`config.mk`:
```
export PLATFORM = sky130hd
export DESIGN_NAME = pwm_data_feeder
export DESIGN_NICKNAME = d
export VERILOG_FILES = /design/src/rtl/pwm_pkg.sv /design/src/rtl/pwm_sync_fifo.sv /design/src/rtl/pwm_data_feeder.sv
export SDC_FILE = /design/constraint.sdc
export NUM_CORES = 1
export LEC_CHECK = 0
export ABC_CLOCK_PERIOD_IN_PS = 3100
export CORE_MARGIN = 2
export CORE_UTILIZATION = 55
export DETAILED_ROUTE_END_ITERATION = 6
export GPL_TIMING_DRIVEN = 0
export PLACE_DENSITY = 0.79
export SYNTH_ARGS = -nofsm -noshare
export SYNTH_HDL_FRONTEND = slang
export SYNTH_SLANG_ARGS = --single-unit
```
`constraint.sdc`:
```
create_clock -name clk -period 3.1 [get_ports clk]
set_input_delay 0.62 -clock clk [delete_from_list [all_inputs] [get_ports clk]]
set_output_delay 0.62 -clock clk [all_outputs]
set_load 0.05 [all_outputs]
```
`src/rtl/pwm_pkg.sv`:
```
// Shared defaults and the feeder state type for the PWM data feeder.
package pwm_pkg;
    localparam int DATA_W_DEF = 8;
    localparam int DEPTH_DEF  = 8;

    typedef enum logic [1:0] {
        IDLE    = 2'd0,
        ACTIVE  = 2'd1,
        STARVED = 2'd2
    } feeder_state_t;
endpackage

```
`src/rtl/pwm_sync_fifo.sv`:
```
// Single-clock FIFO for the feeder. Provides the storage, the wrapping pointers, the occupancy count and the full/empty flags.
module pwm_sync_fifo #(
    parameter int DATA_W = 8,
    parameter int DEPTH  = 8
) (
    input  logic                     clk,
    input  logic                     rst,
    input  logic                     push,
    input  logic [DATA_W-1:0]        push_data,
    input  logic                     pop,
    output logic [DATA_W-1:0]        head,
    output logic [$clog2(DEPTH):0]   fill,
    output logic                     full,
    output logic                     empty
);
    localparam int AW = $clog2(DEPTH);
    localparam int FW = AW + 1;

    logic [DATA_W-1:0] mem [DEPTH];
    logic [AW-1:0]     wr_ptr;
    logic [AW-1:0]     rd_ptr;
    logic              do_push;
    logic              do_pop;

    assign full    = (fill == FW'(DEPTH));
    assign empty   = (fill == '0);
    assign do_push = push & ~full;
    assign do_pop  = pop & ~empty;
    assign head    = mem[rd_ptr];

    // Storage is not reset: resetting the pointers and fill is enough to discard the contents.
    always_ff @(posedge clk) begin
        if (do_push) mem[wr_ptr] <= push_data;
    end

    // Pointer width is log2(DEPTH), so the increment wraps modulo DEPTH.
    always_ff @(posedge clk or posedge rst) begin
        if (rst) begin
            wr_ptr <= '0;
            rd_ptr <= '0;
            fill   <= '0;
        end else begin
            if (do_push) wr_ptr <= wr_ptr + 1'b1;
            if (do_pop)  rd_ptr <= rd_ptr + 1'b1;
            case ({do_push, do_pop})
                2'b10:   fill <= fill + 1'b1;
                2'b01:   fill <= fill - 1'b1;
                default: fill <= fill;
            endcase
        end
    end
endmodule

```
`src/rtl/pwm_data_feeder.sv`:
```
// Feeds one duty value per video line to a PWM stage. Pops the FIFO on each rising edge of hsync.
// Define PWM_FEEDER_UNDERRUN_CNT_EN to add a saturating 16-bit underrun_cnt output.
module pwm_data_feeder
    import pwm_pkg::*;
#(
    parameter int DATA_W = DATA_W_DEF,
    parameter int DEPTH  = DEPTH_DEF
) (
    input  logic                   clk,
    input  logic                   rst,
    input  logic [DATA_W-1:0]      wr_data,
    input  logic                   wr_valid,
    output logic                   wr_ready,
    input  logic                   hsync_in,
    output logic [DATA_W-1:0]      data,
    output logic                   hsync_out,
    output logic [$clog2(DEPTH):0] fill,
    output logic                   underrun
`ifdef PWM_FEEDER_UNDERRUN_CNT_EN
    ,
    output logic [15:0]            underrun_cnt
`endif
);
    feeder_state_t     state;
    logic              hsync_d1;
    logic              rise;
    logic              full;
    logic              empty;
    logic [DATA_W-1:0] head;

    assign wr_ready = ~full;
    assign rise     = hsync_in & ~hsync_d1;

    pwm_sync_fifo #(
        .DATA_W (DATA_W),
        .DEPTH  (DEPTH)
    ) u_fifo (
        .clk       (clk),
        .rst       (rst),
        .push      (wr_valid),
        .push_data (wr_data),
        .pop       (rise),
        .head      (head),
        .fill      (fill),
        .full      (full),
        .empty     (empty)
    );

    // hsync_out trails hsync_d1 by one cycle, so data is updated one cycle before hsync_out rises.
    always_ff @(posedge clk or posedge rst) begin
        if (rst) begin
            hsync_d1  <= 1'b0;
            hsync_out <= 1'b0;
        end else begin
            hsync_d1  <= hsync_in;
            hsync_out <= hsync_d1;
        end
    end

    always_ff @(posedge clk or posedge rst) begin
        if (rst) begin
            state    <= IDLE;
            data     <= '0;
            underrun <= 1'b0;
        end else if (rise) begin
            if (!empty) begin
                data  <= head;
                state <= ACTIVE;
            end else begin
                state    <= STARVED;
                underrun <= 1'b1;
            end
        end
    end

`ifdef PWM_FEEDER_UNDERRUN_CNT_EN
    always_ff @(posedge clk or posedge rst) begin
        if (rst)
            underrun_cnt <= '0;
        else if (rise && empty && underrun_cnt != 16'hFFFF)
            underrun_cnt <= underrun_cnt + 16'd1;
    end
`endif
endmodule

```
==> run metrics <==
worst r2r src u_fifo.fill[0]; CORE AREA 5990 sq um; Final ANT Viol Nets 0; H-tree depth 3; share of the synthesized area in the top cell type between 50% and 60%; first-pass GRT wire length between 9000 and 10,000 um; relative slew slack 12.8%; leakage power ~1.5 nW; startpoint types flip-flop; RSZ-0062 raised after global routing no; Synth Register Bits 85; Worst Tran Pin Value roughly 1300 ps; largest area contributor in the netlist edfxtp_1; CP Data Required Time between 2000 and 2500 ps; Die W about 83 um; Ports 27; critical setup path kind flip-flop to primary output; initial drt markers approximately 130; Cells after Synth 220; Detailed Route WL between 6000 and 7000 um; vias in the first global route 1,944; hold buffers post-CTS 0; synthesized area per cell 15.7 sq um; Pwr Density approximately 970 nW/um^2; CTS sink count 85; largest net degree at the start of global routing 22; hold slack 452 ps; max frequency roughly 350 MHz; Setup crit start u_fifo.fill[0]; Ys Warns 0; setup total negative slack 0 ps; Setup crit end kind primary output; Max rail drop VDD 0.575 mV; grt met3 use under 10%; CTS tree yes; Layout area overhead 16.1%; Util after Layout 66.9%; Slew Viols, Final 0; total track usage approximately a fifth; Hold Crit Class flip-flop to flip-flop; nets roughly 280; Antenna diodes 0; detailed-route DRC error count 0; Root Buffer clkbuf_8; Post-synth EDFFs between 60 and 70; Skew-Pair Late Insertion Delay between 300 and 400 ps; Detailed Place HPWL around 4000 um; worst reg-to-reg path cell count 10; grt ovf 0; Final period util around 90%; post_cts resized 0; setup bufs post-CTS 0; vias about 1,900; Worst Path Max Fanout 7; wire per inst around 18 um; gpl congestion just under 0.8; FF-to-FF End u_fifo.fill[2]; antenna violations before repair 0; I/O Buffers 26; layout cell share with drive strength beyond 1 12.2%; prevailing post-synth register cell edfxtp_1; DR pass1 iterations 4; setup-violating endpoint count in the final report 0; initial core utilization around 58%; Setup Skew 11.2 ps; fin crit period around 2800 ps; GR Util met2 between 30% and 40%; met1 usage between 20% and 30%; Seq/Total Area, Yosys a little under three quarters; Setup crit end wr_ready; net count after synthesis ~240; GR peak layer met2; placement row count 28; vias per cell around 5.6; Final Hold Viols 0; hold path depth 0; reg-to-reg slack, setup 520 ps; CTS buffer count 9; max cap viols 0; synth top area cells edfxtp_1, dfrtp_1, mux2i_1, a22oi_1, ha_1; status complete, no violations; clock tree buffer depth 2; Synth Cell Area approximately 3500 sq um; die height 83.2 um; Die ar. 6920 sq um; Netlist cell types 33; CP arrival between 2000 and 2500 ps; clock slew at reported path FFs approximately 90 ps; fraction of registers with async set/reset between 20% and 30%
-- cell usage after synthesis, drive strengths merged, types with 2 or more instances --
cell type	instances
edfxtp	64
mux2i	32
dfrtp	21
a22oi	16
inv	10
nand3	10
nor2	9
o21ai	9
buf	8
nand2	6
ha	5
xnor2	4
xor2	4
mux2	3
nand2b	3
clkbuf	2
nor2b	2
nor3	2
nor3b	2
-- worst max-delay path, stage by stage, from the launching register on --
cell             delay, ps
dfrtp_1                490
or4b_4                 630
clkdlybuf4s50_1        730
-- layout make-up --
cell class	instances	area [sq um]
flip-flops and latches	85	2450
plain buffers	10	56.3
well taps	75	93.8
fillers	427	1980
multi-input cells	115	910
repair buffers	27	268
clock inverters	7	70.1
clock buffers	9	124
inverters	10	37.5
-- layer usage --
layer | wire, um | up-vias
li1 | - | 903
met1 | 2600 | 917
met2 | 3170 | 54
met3 | 401 | 10
met4 | 80 | 0
met5 | 0 | -
-- through the flow --
| stage | std cells | instance area [sq um] | power, mW | setup WS (ps) |
|---|---|---|---|---|
| global placement | 321 | 3800 | 3.12 | 57.5 |
| floorplan | 220 | 3450 | 2.72 | 431 |
| global route | 338 | 4010 | 4.07 | 229 |
| finish | 338 | 4010 | 3.89 | 281 |
| CTS | 337 | 4000 | 3.91 | 271 |
| detailed placement | 321 | 3800 | 3.17 | 7.69 |
-- how the worst min path moves through the flow --
| stage | from | end | slack [ps] |
|---|---|---|---|
| 5_1_grt | hsync_d1 | hsync_out | 460 |
| 3_5_place_dp | hsync_d1 | hsync_out | 430 |
| 2_1_floorplan | hsync_d1 | hsync_out | 390 |
| 3_3_place_gp | hsync_d1 | hsync_out | 400 |
| 6_report | hsync_d1 | hsync_out | 450 |
| 4_1_cts | hsync_d1 | hsync_out | 460 |
-- kinds of logic after synthesis --
logic type               Yosys count  synth area share [%]
AO/OA/AOI/OAI                     29                  5.62
XOR/XNOR                           8                  2.03
adder cells (fa/ha/maj)            5                  1.81
buffers and inverters             20                  2.72
flip-flops                        85                  70.9
multiplexers                      35                  10.4
AND/OR/NAND/NOR                   38                  6.53
-- where the power goes --
part           leakage [nW]  switching [mW]  internal (mW)
Combinational         0.578           0.922          0.579
Clock                0.0951           0.434          0.311
Sequential            0.830           0.153           1.49
-- layout by cell type, fill, tap and decap left out, drive strengths merged, types with 4 or more instances in the layout --
cell type,instances
mux2i,32
edfxtp,64
inv,13
xor2,4
buf,9
nand2,6
nand3,10
clkbuf,11
o21ai,9
xnor2,4
dfrtp,21
clkdlybuf4s50,26
nor2,9
ha,5
a22oi,16
-- flip-flops by register name, summed over array words and instances, names as in the netlist --
register,count
u_fifo.mem,64
data,8
u_fifo.fill,4
u_fifo.rd_ptr,3
u_fifo.wr_ptr,3
hsync_d1,1
hsync_out,1
underrun,1
Note: power is estimated with default switching activity, not from simulation.
==> variant: new RTL, same settings <==
The option `PWM_FEEDER_UNDERRUN_CNT_EN` is turned on by a define.
--- a/src/rtl/pwm_data_feeder.sv
+++ b/src/rtl/pwm_data_feeder.sv
@@ -1,5 +1,7 @@
 // Feeds one duty value per video line to a PWM stage. Pops the FIFO on each rising edge of hsync.
 // Define PWM_FEEDER_UNDERRUN_CNT_EN to add a saturating 16-bit underrun_cnt output.
+`define PWM_FEEDER_UNDERRUN_CNT_EN
+
 module pwm_data_feeder
     import pwm_pkg::*;
 #(
Behaviour (old outputs only; new: underrun_cnt): unchanged (equiv_simple and equiv_induct, registers matched by name and starting in step).
==> variant against the unedited design <==
- wire length increased by 27%
- cell count increased by 23%
- area after synthesis increased by 19%
- power increased by 12%
- sequential power increased by 15%
- final area increased by 22%
- sequential cell count increased by 16
- count of clock-buffer cells in the layout unchanged
- synthesized cell count increased by 18%
- global-route usage increased by 0.87 points
- worst setup slack got worse by 0.11 ns
- critical path type unchanged
- largest cell class unchanged
==> variant: results (changes against the unedited design) <==
metric;value;unit;change
All-Layer GR Usage;0.203;;was 0.195
Post-CTS Setup Inserts;0;;unchanged
share of post-route cells with drive strength above 1;0.155;;was 0.122
crit path from;u_fifo.fill[0]$_DFFE_PP0P_;;unchanged
antenna cells;0;;unchanged
post-layout minimum cycle time;2.93;ns;was 2.82 ns
top cell family by delay on the critical path;simple AND/OR/NAND/NOR gates;;was buffers and inverters
Netlist cell types;35;;was 33
Final #Nets;329;;was 275
RePlAce Congestion;0.756;;was 0.783
via count;2391;;was 1,884
root buf cell;clkbuf_8;;unchanged
cell leakage power;1.74;nW;was 1.50 nW
synth cell count leaders;edfxtp_1, dfrtp_1, nor2_1;;was edfxtp_1, mux2i_1, dfrtp_1
worst slack, placed;-0.247;ns;was 0.00769 ns
Synth Area in Compound Gates;0.0246;;was 0.0562
largest cells by area after synthesis;edfxtp_1, dfrtp_1, mux4_2, mux2i_1, mux2_2;;was edfxtp_1, dfrtp_1, mux2i_1, a22oi_1, ha_1
Placed Instance Area;0.00466;mm^2;was 0.00380 mm^2
Setup Skew;0.00783;ns;was 0.0112 ns
run status;finished, final reports clean;;unchanged
EDFF count, synth;64;;unchanged
XOR/XNOR Fraction of Synth Area;0.0361;;was 0.0203
Peak VDD IR;0.000506;V;was 0.000575 V
proportion of synthesized chip area in sequential cells;0.691;;was 0.709
share of flip-flops with an asynchronous set or reset;0.366;;was 0.247
initial antenna violation count;0;;unchanged
CP arrival;2.31;ns;was 2.20 ns
PortBufs;42;;was 26
largest net degree at the start of global routing;38;;was 22
R2R Setup Slk;0.36;ns;was 0.52 ns
Tightest Pin Transition;0.975;ns;was 1.30 ns
top flop regs;u_fifo.mem x64, underrun_cnt x16, data x8;;was u_fifo.mem x64, data x8, u_fifo.fill x4
DPL Wire Length;5300;um;was 3920 um
slowest library cell on the worst path;or4b_2;;was clkdlybuf4s50_1
vias in the first global route;2415;;was 1,944
fillers;525;;was 427
final WL;7950;um;was 6250 um
multiplexer area fraction after synthesis;0.126;;was 0.104
Iter 0 DRT Violations;164;;was 127
Net Sw Frac;0.368;;was 0.388
Crit path largest cell delay;0.75;ns;was 0.73 ns
Post-Synth Adder-Cell Area;0.0182;;was 0.0181
first-pass GRT wire length;12600;um;was 9960 um
worst r2r src;u_fifo.fill[1]$_DFFE_PP0P_;;was u_fifo.fill[0]$_DFFE_PP0P_
-- variant: per-stage QoR --
step / instances / power [mW] / hold slack, ns
2_1_floorplan: 259 / 3.00 / 0.346
3_3_place_gp: 400 / 3.43 / 0.349
3_5_place_dp: 400 / 3.50 / 0.381
4_1_cts: 416 / 4.36 / 0.409
5_1_grt: 415 / 4.54 / 0.432
6_report: 415 / 4.33 / 0.402
-- variant: layer usage --
metal,share of wire,vias to the layer above,GRT usage
li1,-,1090,-
met1,0.40,1211,0.255
met2,0.53,74,0.347
met3,0.043,16,0.0492
met4,0.021,0,0.0705
met5,0,-,0
-- variant: cell families (layout without fill, tap and decap cells) --
family                   count (synthesis)  count (layout)
AND/OR/NAND/NOR                         77              77
AO/OA/AOI/OAI                           18              18
adder cells (fa/ha/maj)                  6               6
multiplexers                            31              31
buffers and inverters                    9              66
flip-flops                             101             101
XOR/XNOR                                17              17
-- variant: power groups by stage --
| stage | logic [mW] | clock network, mW | registers, mW |
|---|---|---|---|
| 2_1_floorplan | 0.764 | 0 | 2.24 |
| 3_3_place_gp | 1.54 | 0 | 1.89 |
| 3_5_place_dp | 1.59 | 0 | 1.91 |
| 4_1_cts | 1.60 | 0.878 | 1.88 |
| 5_1_grt | 1.70 | 0.923 | 1.92 |
| 6_report | 1.59 | 0.859 | 1.89 |
-- variant: area by class of cell --
cell class | count | area, um^2 | area share
multi-input combinational | 149 | 1250 | 0.256
clock inverter | 7 | 80.1 | 0.0164
clock buffer | 9 | 124 | 0.0254
inverter | 1 | 3.75 | 0.000770
tap | 99 | 124 | 0.0254
buffer | 7 | 30.0 | 0.00616
timing repair buffer | 42 | 420 | 0.0862
sequential | 101 | 2850 | 0.584
